===== config.mk =====
export PLATFORM = sky130hd
export DESIGN_NAME = pll_recfg_ctrl_flat
export DESIGN_NICKNAME = d
export VERILOG_FILES = /design/src/rtl/pll_recfg_ctrl_if.sv /design/src/rtl/pll_recfg_ctrl.sv /design/src/flat_wrapper.sv
export SDC_FILE = /design/constraint.sdc
export NUM_CORES = 1
export LEC_CHECK = 0
export CAP_MARGIN = 40
export CORE_MARGIN = 4
export CORE_UTILIZATION = 45
export CTS_CLUSTER_DIAMETER = 30
export DETAILED_ROUTE_END_ITERATION = 7
export HOLD_SLACK_MARGIN = 0.08
export PLACE_DENSITY_LB_ADDON = 0.08
export SLEW_MARGIN = 20
export SYNTH_ARGS = -nofsm -noshare
export SYNTH_HDL_FRONTEND = slang
export SYNTH_SLANG_ARGS = --single-unit

===== constraint.sdc =====
create_clock -name clk_tb -period 2.33 [get_ports clk_tb]
set_clock_uncertainty 0.1 [all_clocks]
set_input_delay 0.466 -clock clk_tb [delete_from_list [all_inputs] [get_ports clk_tb]]
set_output_delay 0.466 -clock clk_tb [all_outputs]
set_load 0.01 [all_outputs]

===== src/rtl/pll_recfg_ctrl_if.sv =====
`default_nettype none
// +--------------------------------------------------------------------------+
// | pll_recfg_ctrl_if -- divider-set request/acknowledge bus for pll_recfg_ctrl. Rev 1.0 |
// +--------------------------------------------------------------------------+
interface pll_recfg_ctrl_if;
  logic        cfg_req;
  logic [9:0]  cfg_idiv;
  logic [9:0]  cfg_fdiv;
  logic [9:0]  cfg_odiv0;
  logic [9:0]  cfg_duty0;
  logic [12:0] cfg_phase0;
  logic        cfg_ack;
  logic        cfg_err;

  modport master (
    output cfg_req, cfg_idiv, cfg_fdiv, cfg_odiv0, cfg_duty0, cfg_phase0,
    input  cfg_ack, cfg_err
  );

  modport slave (
    input  cfg_req, cfg_idiv, cfg_fdiv, cfg_odiv0, cfg_duty0, cfg_phase0,
    output cfg_ack, cfg_err
  );
endinterface
`default_nettype wire


===== src/rtl/pll_recfg_ctrl.sv =====
`default_nettype none
// +--------------------------------------------------------------------------+
// | pll_recfg_ctrl -- PLL power-up/reset/lock sequencer with dynamic reconfig. |
// | Option macro: PLL_RECFG_AUTO_RECOVER_EN.                       Rev 1.0 |
// +--------------------------------------------------------------------------+
module pll_recfg_ctrl #(
  parameter int          PWD_CYCLES   = 10,
  parameter int          RST_CYCLES   = 10,
  parameter int          LOCK_FILTER  = 3,
  parameter int          LOCK_TIMEOUT = 65535,
  parameter int          MAX_RETRY    = 3,
  parameter logic [9:0]  DEF_IDIV     = 10'd2,
  parameter logic [9:0]  DEF_FDIV     = 10'd32,
  parameter logic [9:0]  DEF_ODIV0    = 10'd100,
  parameter logic [9:0]  DEF_DUTY0    = 10'd100,
  parameter logic [12:0] DEF_PHASE0   = 13'd16
) (
  input  logic             clk_tb,
  input  logic             rst_n,
  input  logic             start_i,
  input  logic             pll_lock_i,
  pll_recfg_ctrl_if.slave  cfg_if,
  output logic             pll_pwd_o,
  output logic             pll_rst_o,
  output logic             rstodiv_o,
  output logic [9:0]       dyn_idiv_o,
  output logic [9:0]       dyn_fdiv_o,
  output logic [9:0]       dyn_odiv0_o,
  output logic [9:0]       dyn_duty0_o,
  output logic [12:0]      dyn_phase0_o,
  output logic             clkout0_gate_o,
  output logic             ready_o,
  output logic             fail_o,
  output logic [2:0]       lock_loss_cnt_o,
  output logic [2:0]       state_o
);

  typedef enum logic [2:0] {
    S_IDLE  = 3'd0,
    S_PWD   = 3'd1,
    S_RST   = 3'd2,
    S_WAIT  = 3'd3,
    S_RUN   = 3'd4,
    S_RECFG = 3'd5,
    S_FAIL  = 3'd6
  } state_t;

  localparam logic [7:0]  c_pwd_last  = 8'(PWD_CYCLES - 1);
  localparam logic [7:0]  c_rst_last  = 8'(RST_CYCLES - 1);
  localparam logic [3:0]  c_filt_last = 4'(LOCK_FILTER - 1);
  localparam logic [15:0] c_tmo_last  = 16'(LOCK_TIMEOUT - 1);
  localparam logic [7:0]  c_max_retry = 8'(MAX_RETRY);

  state_t      state_q;
  logic [7:0]  cnt_q;
  logic [15:0] tmo_q;
  logic [3:0]  filt_q;
  logic [7:0]  retry_q;
  logic [1:0]  sync_q;
  logic        pll_pwd_q, pll_rst_q, rstodiv_q;
  logic [9:0]  dyn_idiv_q, dyn_fdiv_q, dyn_odiv0_q, dyn_duty0_q;
  logic [12:0] dyn_phase0_q;
  logic        gate_q, ready_q, fail_q, cfg_ack_q, cfg_err_q;
  logic [2:0]  lock_loss_q;

  logic        w_lock_s;
  logic        w_cfg_ok;
  logic [7:0]  retry_d;

  assign w_lock_s = sync_q[1];
  assign w_cfg_ok = (cfg_if.cfg_idiv != 10'd0) && (cfg_if.cfg_fdiv != 10'd0) &&
                    (cfg_if.cfg_odiv0 != 10'd0);
  assign retry_d  = retry_q + 8'd1;

  always_ff @(posedge clk_tb or negedge rst_n) begin
    if (!rst_n) begin
      state_q      <= S_IDLE;
      cnt_q        <= 8'd0;
      tmo_q        <= 16'd0;
      filt_q       <= 4'd0;
      retry_q      <= 8'd0;
      sync_q       <= 2'b00;
      pll_pwd_q    <= 1'b0;
      pll_rst_q    <= 1'b0;
      rstodiv_q    <= 1'b0;
      dyn_idiv_q   <= DEF_IDIV;
      dyn_fdiv_q   <= DEF_FDIV;
      dyn_odiv0_q  <= DEF_ODIV0;
      dyn_duty0_q  <= DEF_DUTY0;
      dyn_phase0_q <= DEF_PHASE0;
      gate_q       <= 1'b1;
      ready_q      <= 1'b0;
      fail_q       <= 1'b0;
      cfg_ack_q    <= 1'b0;
      cfg_err_q    <= 1'b0;
      lock_loss_q  <= 3'd0;
    end else begin
      sync_q    <= {sync_q[0], pll_lock_i};
      cfg_ack_q <= 1'b0;
      cfg_err_q <= 1'b0;
      case (state_q)
        S_IDLE: begin
          if (start_i) begin
            state_q   <= S_PWD;
            pll_pwd_q <= 1'b1;
            cnt_q     <= 8'd0;
          end
        end
        S_PWD: begin
          if (cnt_q == c_pwd_last) begin
            state_q   <= S_RST;
            pll_pwd_q <= 1'b0;
            pll_rst_q <= 1'b1;
            cnt_q     <= 8'd0;
          end else begin
            cnt_q <= cnt_q + 8'd1;
          end
        end
        S_RST: begin
          if (cnt_q == c_rst_last) begin
            state_q   <= S_WAIT;
            pll_rst_q <= 1'b0;
            tmo_q     <= 16'd0;
            filt_q    <= 4'd0;
          end else begin
            cnt_q <= cnt_q + 8'd1;
          end
        end
        S_RECFG: begin
          if (cnt_q == c_rst_last) begin
            state_q   <= S_WAIT;
            rstodiv_q <= 1'b0;
            tmo_q     <= 16'd0;
            filt_q    <= 4'd0;
          end else begin
            cnt_q <= cnt_q + 8'd1;
          end
        end
        S_WAIT: begin
          tmo_q <= tmo_q + 16'd1;
          if (w_lock_s && (filt_q == c_filt_last)) begin
            state_q <= S_RUN;
            ready_q <= 1'b1;
            gate_q  <= 1'b0;
            retry_q <= 8'd0;
          end else if (tmo_q == c_tmo_last) begin
            retry_q <= retry_d;
            if (retry_d < c_max_retry) begin
              state_q   <= S_PWD;
              pll_pwd_q <= 1'b1;
              cnt_q     <= 8'd0;
            end else begin
              state_q <= S_FAIL;
              fail_q  <= 1'b1;
            end
          end else begin
            filt_q <= w_lock_s ? filt_q + 4'd1 : 4'd0;
          end
        end
        S_RUN: begin
          if (!w_lock_s) begin
            if (lock_loss_q != 3'd7) lock_loss_q <= lock_loss_q + 3'd1;
            ready_q <= 1'b0;
            gate_q  <= 1'b1;
`ifdef PLL_RECFG_AUTO_RECOVER_EN
            state_q   <= S_RST;
            pll_rst_q <= 1'b1;
            cnt_q     <= 8'd0;
`else
            state_q <= S_FAIL;
            fail_q  <= 1'b1;
`endif
          end else if (cfg_if.cfg_req && !cfg_ack_q) begin
            // A master still holding req in the cycle after a reject must not earn a second ack.
            cfg_ack_q <= 1'b1;
            if (w_cfg_ok) begin
              dyn_idiv_q   <= cfg_if.cfg_idiv;
              dyn_fdiv_q   <= cfg_if.cfg_fdiv;
              dyn_odiv0_q  <= cfg_if.cfg_odiv0;
              dyn_duty0_q  <= cfg_if.cfg_duty0;
              dyn_phase0_q <= cfg_if.cfg_phase0;
              state_q      <= S_RECFG;
              rstodiv_q    <= 1'b1;
              cnt_q        <= 8'd0;
              ready_q      <= 1'b0;
              gate_q       <= 1'b1;
            end else begin
              cfg_err_q <= 1'b1;
            end
          end
        end
        S_FAIL: begin
          if (start_i) begin
            state_q   <= S_PWD;
            retry_q   <= 8'd0;
            pll_pwd_q <= 1'b1;
            fail_q    <= 1'b0;
            cnt_q     <= 8'd0;
          end
        end
        default: state_q <= S_IDLE;
      endcase
    end
  end

  assign pll_pwd_o       = pll_pwd_q;
  assign pll_rst_o       = pll_rst_q;
  assign rstodiv_o       = rstodiv_q;
  assign dyn_idiv_o      = dyn_idiv_q;
  assign dyn_fdiv_o      = dyn_fdiv_q;
  assign dyn_odiv0_o     = dyn_odiv0_q;
  assign dyn_duty0_o     = dyn_duty0_q;
  assign dyn_phase0_o    = dyn_phase0_q;
  assign clkout0_gate_o  = gate_q;
  assign ready_o         = ready_q;
  assign fail_o          = fail_q;
  assign lock_loss_cnt_o = lock_loss_q;
  assign state_o         = state_q;
  assign cfg_if.cfg_ack  = cfg_ack_q;
  assign cfg_if.cfg_err  = cfg_err_q;

endmodule
`default_nettype wire


===== src/flat_wrapper.sv =====
// flat-port wrapper written by rule: the top's interface ports become plain ports
module pll_recfg_ctrl_flat 
#(
  parameter int          PWD_CYCLES   = 10,
  parameter int          RST_CYCLES   = 10,
  parameter int          LOCK_FILTER  = 3,
  parameter int          LOCK_TIMEOUT = 65535,
  parameter int          MAX_RETRY    = 3,
  parameter logic [9:0]  DEF_IDIV     = 10'd2,
  parameter logic [9:0]  DEF_FDIV     = 10'd32,
  parameter logic [9:0]  DEF_ODIV0    = 10'd100,
  parameter logic [9:0]  DEF_DUTY0    = 10'd100,
  parameter logic [12:0] DEF_PHASE0   = 13'd16
)
  (clk_tb, rst_n, start_i, pll_lock_i, pll_pwd_o, pll_rst_o, rstodiv_o, dyn_idiv_o, dyn_fdiv_o, dyn_odiv0_o, dyn_duty0_o, dyn_phase0_o, clkout0_gate_o, ready_o, fail_o, lock_loss_cnt_o, state_o, cfg_if_cfg_req, cfg_if_cfg_idiv, cfg_if_cfg_fdiv, cfg_if_cfg_odiv0, cfg_if_cfg_duty0, cfg_if_cfg_phase0, cfg_if_cfg_ack, cfg_if_cfg_err);
  pll_recfg_ctrl_if cfg_if_i ();
  input  logic clk_tb;
  input  logic rst_n;
  input  logic start_i;
  input  logic pll_lock_i;
  output logic pll_pwd_o;
  output logic pll_rst_o;
  output logic rstodiv_o;
  output logic [9:0] dyn_idiv_o;
  output logic [9:0] dyn_fdiv_o;
  output logic [9:0] dyn_odiv0_o;
  output logic [9:0] dyn_duty0_o;
  output logic [12:0] dyn_phase0_o;
  output logic clkout0_gate_o;
  output logic ready_o;
  output logic fail_o;
  output logic [2:0] lock_loss_cnt_o;
  output logic [2:0] state_o;
  input wire logic [$bits(cfg_if_i.cfg_req)-1:0] cfg_if_cfg_req;
  input wire logic [$bits(cfg_if_i.cfg_idiv)-1:0] cfg_if_cfg_idiv;
  input wire logic [$bits(cfg_if_i.cfg_fdiv)-1:0] cfg_if_cfg_fdiv;
  input wire logic [$bits(cfg_if_i.cfg_odiv0)-1:0] cfg_if_cfg_odiv0;
  input wire logic [$bits(cfg_if_i.cfg_duty0)-1:0] cfg_if_cfg_duty0;
  input wire logic [$bits(cfg_if_i.cfg_phase0)-1:0] cfg_if_cfg_phase0;
  output wire logic [$bits(cfg_if_i.cfg_ack)-1:0] cfg_if_cfg_ack;
  output wire logic [$bits(cfg_if_i.cfg_err)-1:0] cfg_if_cfg_err;
  assign cfg_if_i.cfg_req = cfg_if_cfg_req;
  assign cfg_if_i.cfg_idiv = cfg_if_cfg_idiv;
  assign cfg_if_i.cfg_fdiv = cfg_if_cfg_fdiv;
  assign cfg_if_i.cfg_odiv0 = cfg_if_cfg_odiv0;
  assign cfg_if_i.cfg_duty0 = cfg_if_cfg_duty0;
  assign cfg_if_i.cfg_phase0 = cfg_if_cfg_phase0;
  assign cfg_if_cfg_ack = cfg_if_i.cfg_ack;
  assign cfg_if_cfg_err = cfg_if_i.cfg_err;
  pll_recfg_ctrl #(.PWD_CYCLES(PWD_CYCLES), .RST_CYCLES(RST_CYCLES), .LOCK_FILTER(LOCK_FILTER), .LOCK_TIMEOUT(LOCK_TIMEOUT), .MAX_RETRY(MAX_RETRY), .DEF_IDIV(DEF_IDIV), .DEF_FDIV(DEF_FDIV), .DEF_ODIV0(DEF_ODIV0), .DEF_DUTY0(DEF_DUTY0), .DEF_PHASE0(DEF_PHASE0)) u_core (.clk_tb(clk_tb), .rst_n(rst_n), .start_i(start_i), .pll_lock_i(pll_lock_i), .cfg_if(cfg_if_i), .pll_pwd_o(pll_pwd_o), .pll_rst_o(pll_rst_o), .rstodiv_o(rstodiv_o), .dyn_idiv_o(dyn_idiv_o), .dyn_fdiv_o(dyn_fdiv_o), .dyn_odiv0_o(dyn_odiv0_o), .dyn_duty0_o(dyn_duty0_o), .dyn_phase0_o(dyn_phase0_o), .clkout0_gate_o(clkout0_gate_o), .ready_o(ready_o), .fail_o(fail_o), .lock_loss_cnt_o(lock_loss_cnt_o), .state_o(state_o));
endmodule

==> flow_metrics.tcl <==
set metrics [dict create \
    power.total_mw 7.76 \
    crit_top_cell "nand4_4" \
    start_kind "flop" \
    reg2reg_from "u_core.retry_q[0]" \
    status "finished, violations left" \
    clock-root-buffer "clkbuf_8" \
    dp_hpwl_um 9260 \
    grt_pass1_vias 4264 \
    boundaryPins 125 \
    dieArea_um2 12900 \
    antenna_found_initial 0 \
    clk_latency_ns 0.39 \
    cts_made_buffers 9 \
    drive_gt1_share_pct 24.8 \
    min_period_ns 2.35 \
    drv_cap 0 \
    finalCritPeriodShare_pct 101 \
    r2r-end "u_core.cnt_q[2]" \
    r2r_cells 7 \
    worst_ep_required_time_ns 2.51 \
    place_area_um2 6750 \
    drt-total-wl_um 12200 \
    clk_pin_slew_ns 0.11 \
    leakagePower_nw 3.09 \
    grt_max_degree 40 \
    hp-start "u_core.sync_q[0]" \
    finalWeightedCongestion 0.836 \
    end_kind "flop" \
    post_drt_wl_per_cell_um 15.8 \
    synth_edf_count 0 \
    ys_async_sr_fraction_pct 100 \
    holdWs_ns 0.256 \
    synth_cells 454 \
    path_cells "ha_2 > or4_4 > a21oi_4 > nand4_4 > o31ai_4 > nand4_4 > a221o_1" \
    relSlewSlack_pct 61.8 \
    ys_top_cells_by_count "dfrtp_1 (95), mux2_2 (55), o21ai_0 (38), nand2_1 (35), nor2_1 (29)" \
    synth_area_um2 5010 \
    drc 0 \
    yosys.area.top_type "dfrtp_1" \
    drtIter0Drc 260 \
    initial_core_util_pct 46.2 \
    worst_pin_slew_ns 0.569 \
    insertedDiodeCount 0 \
    grt_first_pass_wirelength_um 20500 \
    violations "setup timing" \
    nNetsFinal 697 \
    yosysSeqAreaShare_pct 52.7 \
    synth_flop_cell "dfrtp_1" \
    setup.worst_path.class "reg -> reg" \
    critical_path_depth 7 \
    drt-pass1-iter-count 6 \
    finalSetupViolations 5 \
    fin_util_pct 64.9 \
    overflow 0 \
    finalNonFillerCells 774 \
    crit_slowest_cell "or4_4" \
    synth_warnings 0 \
    max_stage_delay_ns 0.43 \
    io_buffers 124 \
    arrival_ns 2.54 \
    ff2ff_setup_slack_ns -0.02 \
    hold_path_depth 0 \
    ys_types 54 \
    grtUsageTotal_pct 19.9 \
    yosys-top-cells-area "dfrtp_1 (47%), mux2_2 (12%), dfstp_2 (5.2%)" \
    hold_viol 0 \
    dieHeight_um 113 \
    cts_buffer_depth 2 \
    fmaxAchievable_mhz 425 \
    pre_cts_ws_ns -0.221 \
    maxSlewViolCount 0 \
    fin_area_um2 7040 \
    vias 4117 \
    fin_tns_setup_ns -0.0737 \
    syn_area_per_cell_um2 11.0 \
    critPathBufInv 0 \
    path_delay_family "compound AO/OA/AOI/OAI gates" \
    rsz0062_at_grt "true" \
    syn_nets 522 \
    placed_cells 750 \
    cts_tree "built" \
    ys_ff_latch 105 \
    ant_nets 0 \
    synthToLayoutAreaGrowth_pct 40.6 \
    crit_start "u_core.retry_q[0]" \
    crit_end "u_core.cnt_q[2]" \
    core-area_um2 10800 \
    cp_max_fo 8 \
    htreeDepth 3 \
    rows 38 \
    min_path_type "reg -> reg" \
    synth_top_area_share_pct 47.5 \
    dieWidth_um 113 \
    via_per_inst 5.32 \
    setup_ws_ns -0.0221 \
    max-vdd-ir-drop_mv 0.688 \
    post-synth-top-count-cell "dfrtp_1" \
    power_density_nw_per_um2 1100 \
    cts_num_sinks 105 \
]
-- final cells by class --
type / count / area (µm²)
Multi-Input combinational cell: 322 / 2270
Tap cell: 140 / 175
Fill cell: 921 / 3800
Inverter: 10 / 37.5
Timing Repair Buffer: 181 / 1710
Sequential cell: 105 / 2640
Clock inverter: 7 / 85.1
Clock buffer: 9 / 124
-- layout by cell type (no fill, tap or decap), drive strengths merged, types with 4 or more instances in the layout --
cell	Yosys	final
o31ai	9	9
nor3	11	11
dfrtp	95	95
a211o	6	6
mux2	55	55
dfstp	10	10
nor2	29	29
ha	10	10
a31oi	9	9
and3	12	12
inv	10	13
a21oi	15	15
nand2	35	35
buf	8	57
nand3	21	21
nor2b	5	5
a21o	4	4
clkbuf	9	9
and2	5	5
nor4	6	6
o21ai	39	39
nand2b	6	6
nand4	7	7
or2	4	4
clkdlybuf4s50	0	123
-- where the power goes --
| group | total [mW] | switching, mW | internal (mW) |
|---|---|---|---|
| Combinational | 3.57 | 1.52 | 2.05 |
| Sequential | 3.01 | 0.474 | 2.53 |
| Clock | 1.19 | 0.670 | 0.517 |
-- registers in the layout (all words and copies together), names as in the netlist --
register                count
u_core.retry_q              8
u_core.pll_pwd_o            1
u_core.dyn_odiv0_o         10
u_core.fail_o               1
u_core.dyn_idiv_o          10
u_core.ready_o              1
u_core.dyn_phase0_o        13
u_core.state_o              3
u_core.sync_q               2
u_core.rstodiv_o            1
u_core.filt_q               4
u_core.dyn_fdiv_o          10
u_core.cnt_q                8
u_core.tmo_q               16
u_core.lock_loss_cnt_o      3
u_core.cfg_if.cfg_err       1
u_core.dyn_duty0_o         10
u_core.cfg_if.cfg_ack       1
u_core.pll_rst_o            1
u_core.clkout0_gate_o       1
-- cells by family (layout without fill, tap and decap cells) --
kind of cell,after synthesis,in the layout,share of synthesized area (%)
mux,57,57,12.8
simple gates,153,153,16.2
xor+xnor,5,5,0.875
flops,105,105,52.7
fa+ha+maj,11,11,2.70
buf+inv,27,207,2.32
compound gates,96,96,12.4
-- repair_timing --
action | in CTS | in global routing
pin swaps | 8 | 3
hold buffers | 1 | 0
endpoints found under the setup margin | 6 | 11
resized for setup | 0 | 4
setup buffers | 3 | 4
hold endpoints to repair | 36 | 0
-- routing by layer --
layer,global-route usage [%],routed length (µm),part of all wire (%)
met3,10.6,1130,9.3
met4,4.97,159,1.3
met1,23.6,5040,41
met2,31.9,5860,48
met5,0,0,0
-- how the worst min path moves through the flow --
stage,end
finish,u_core.sync_q[1]
global route,u_core.sync_q[1]
CTS,u_core.sync_q[1]
detailed placement,u_core.sync_q[1]
global placement,u_core.sync_q[1]
floorplan,u_core.cfg_if.cfg_ack
Power figures use the tool's default switching activity.
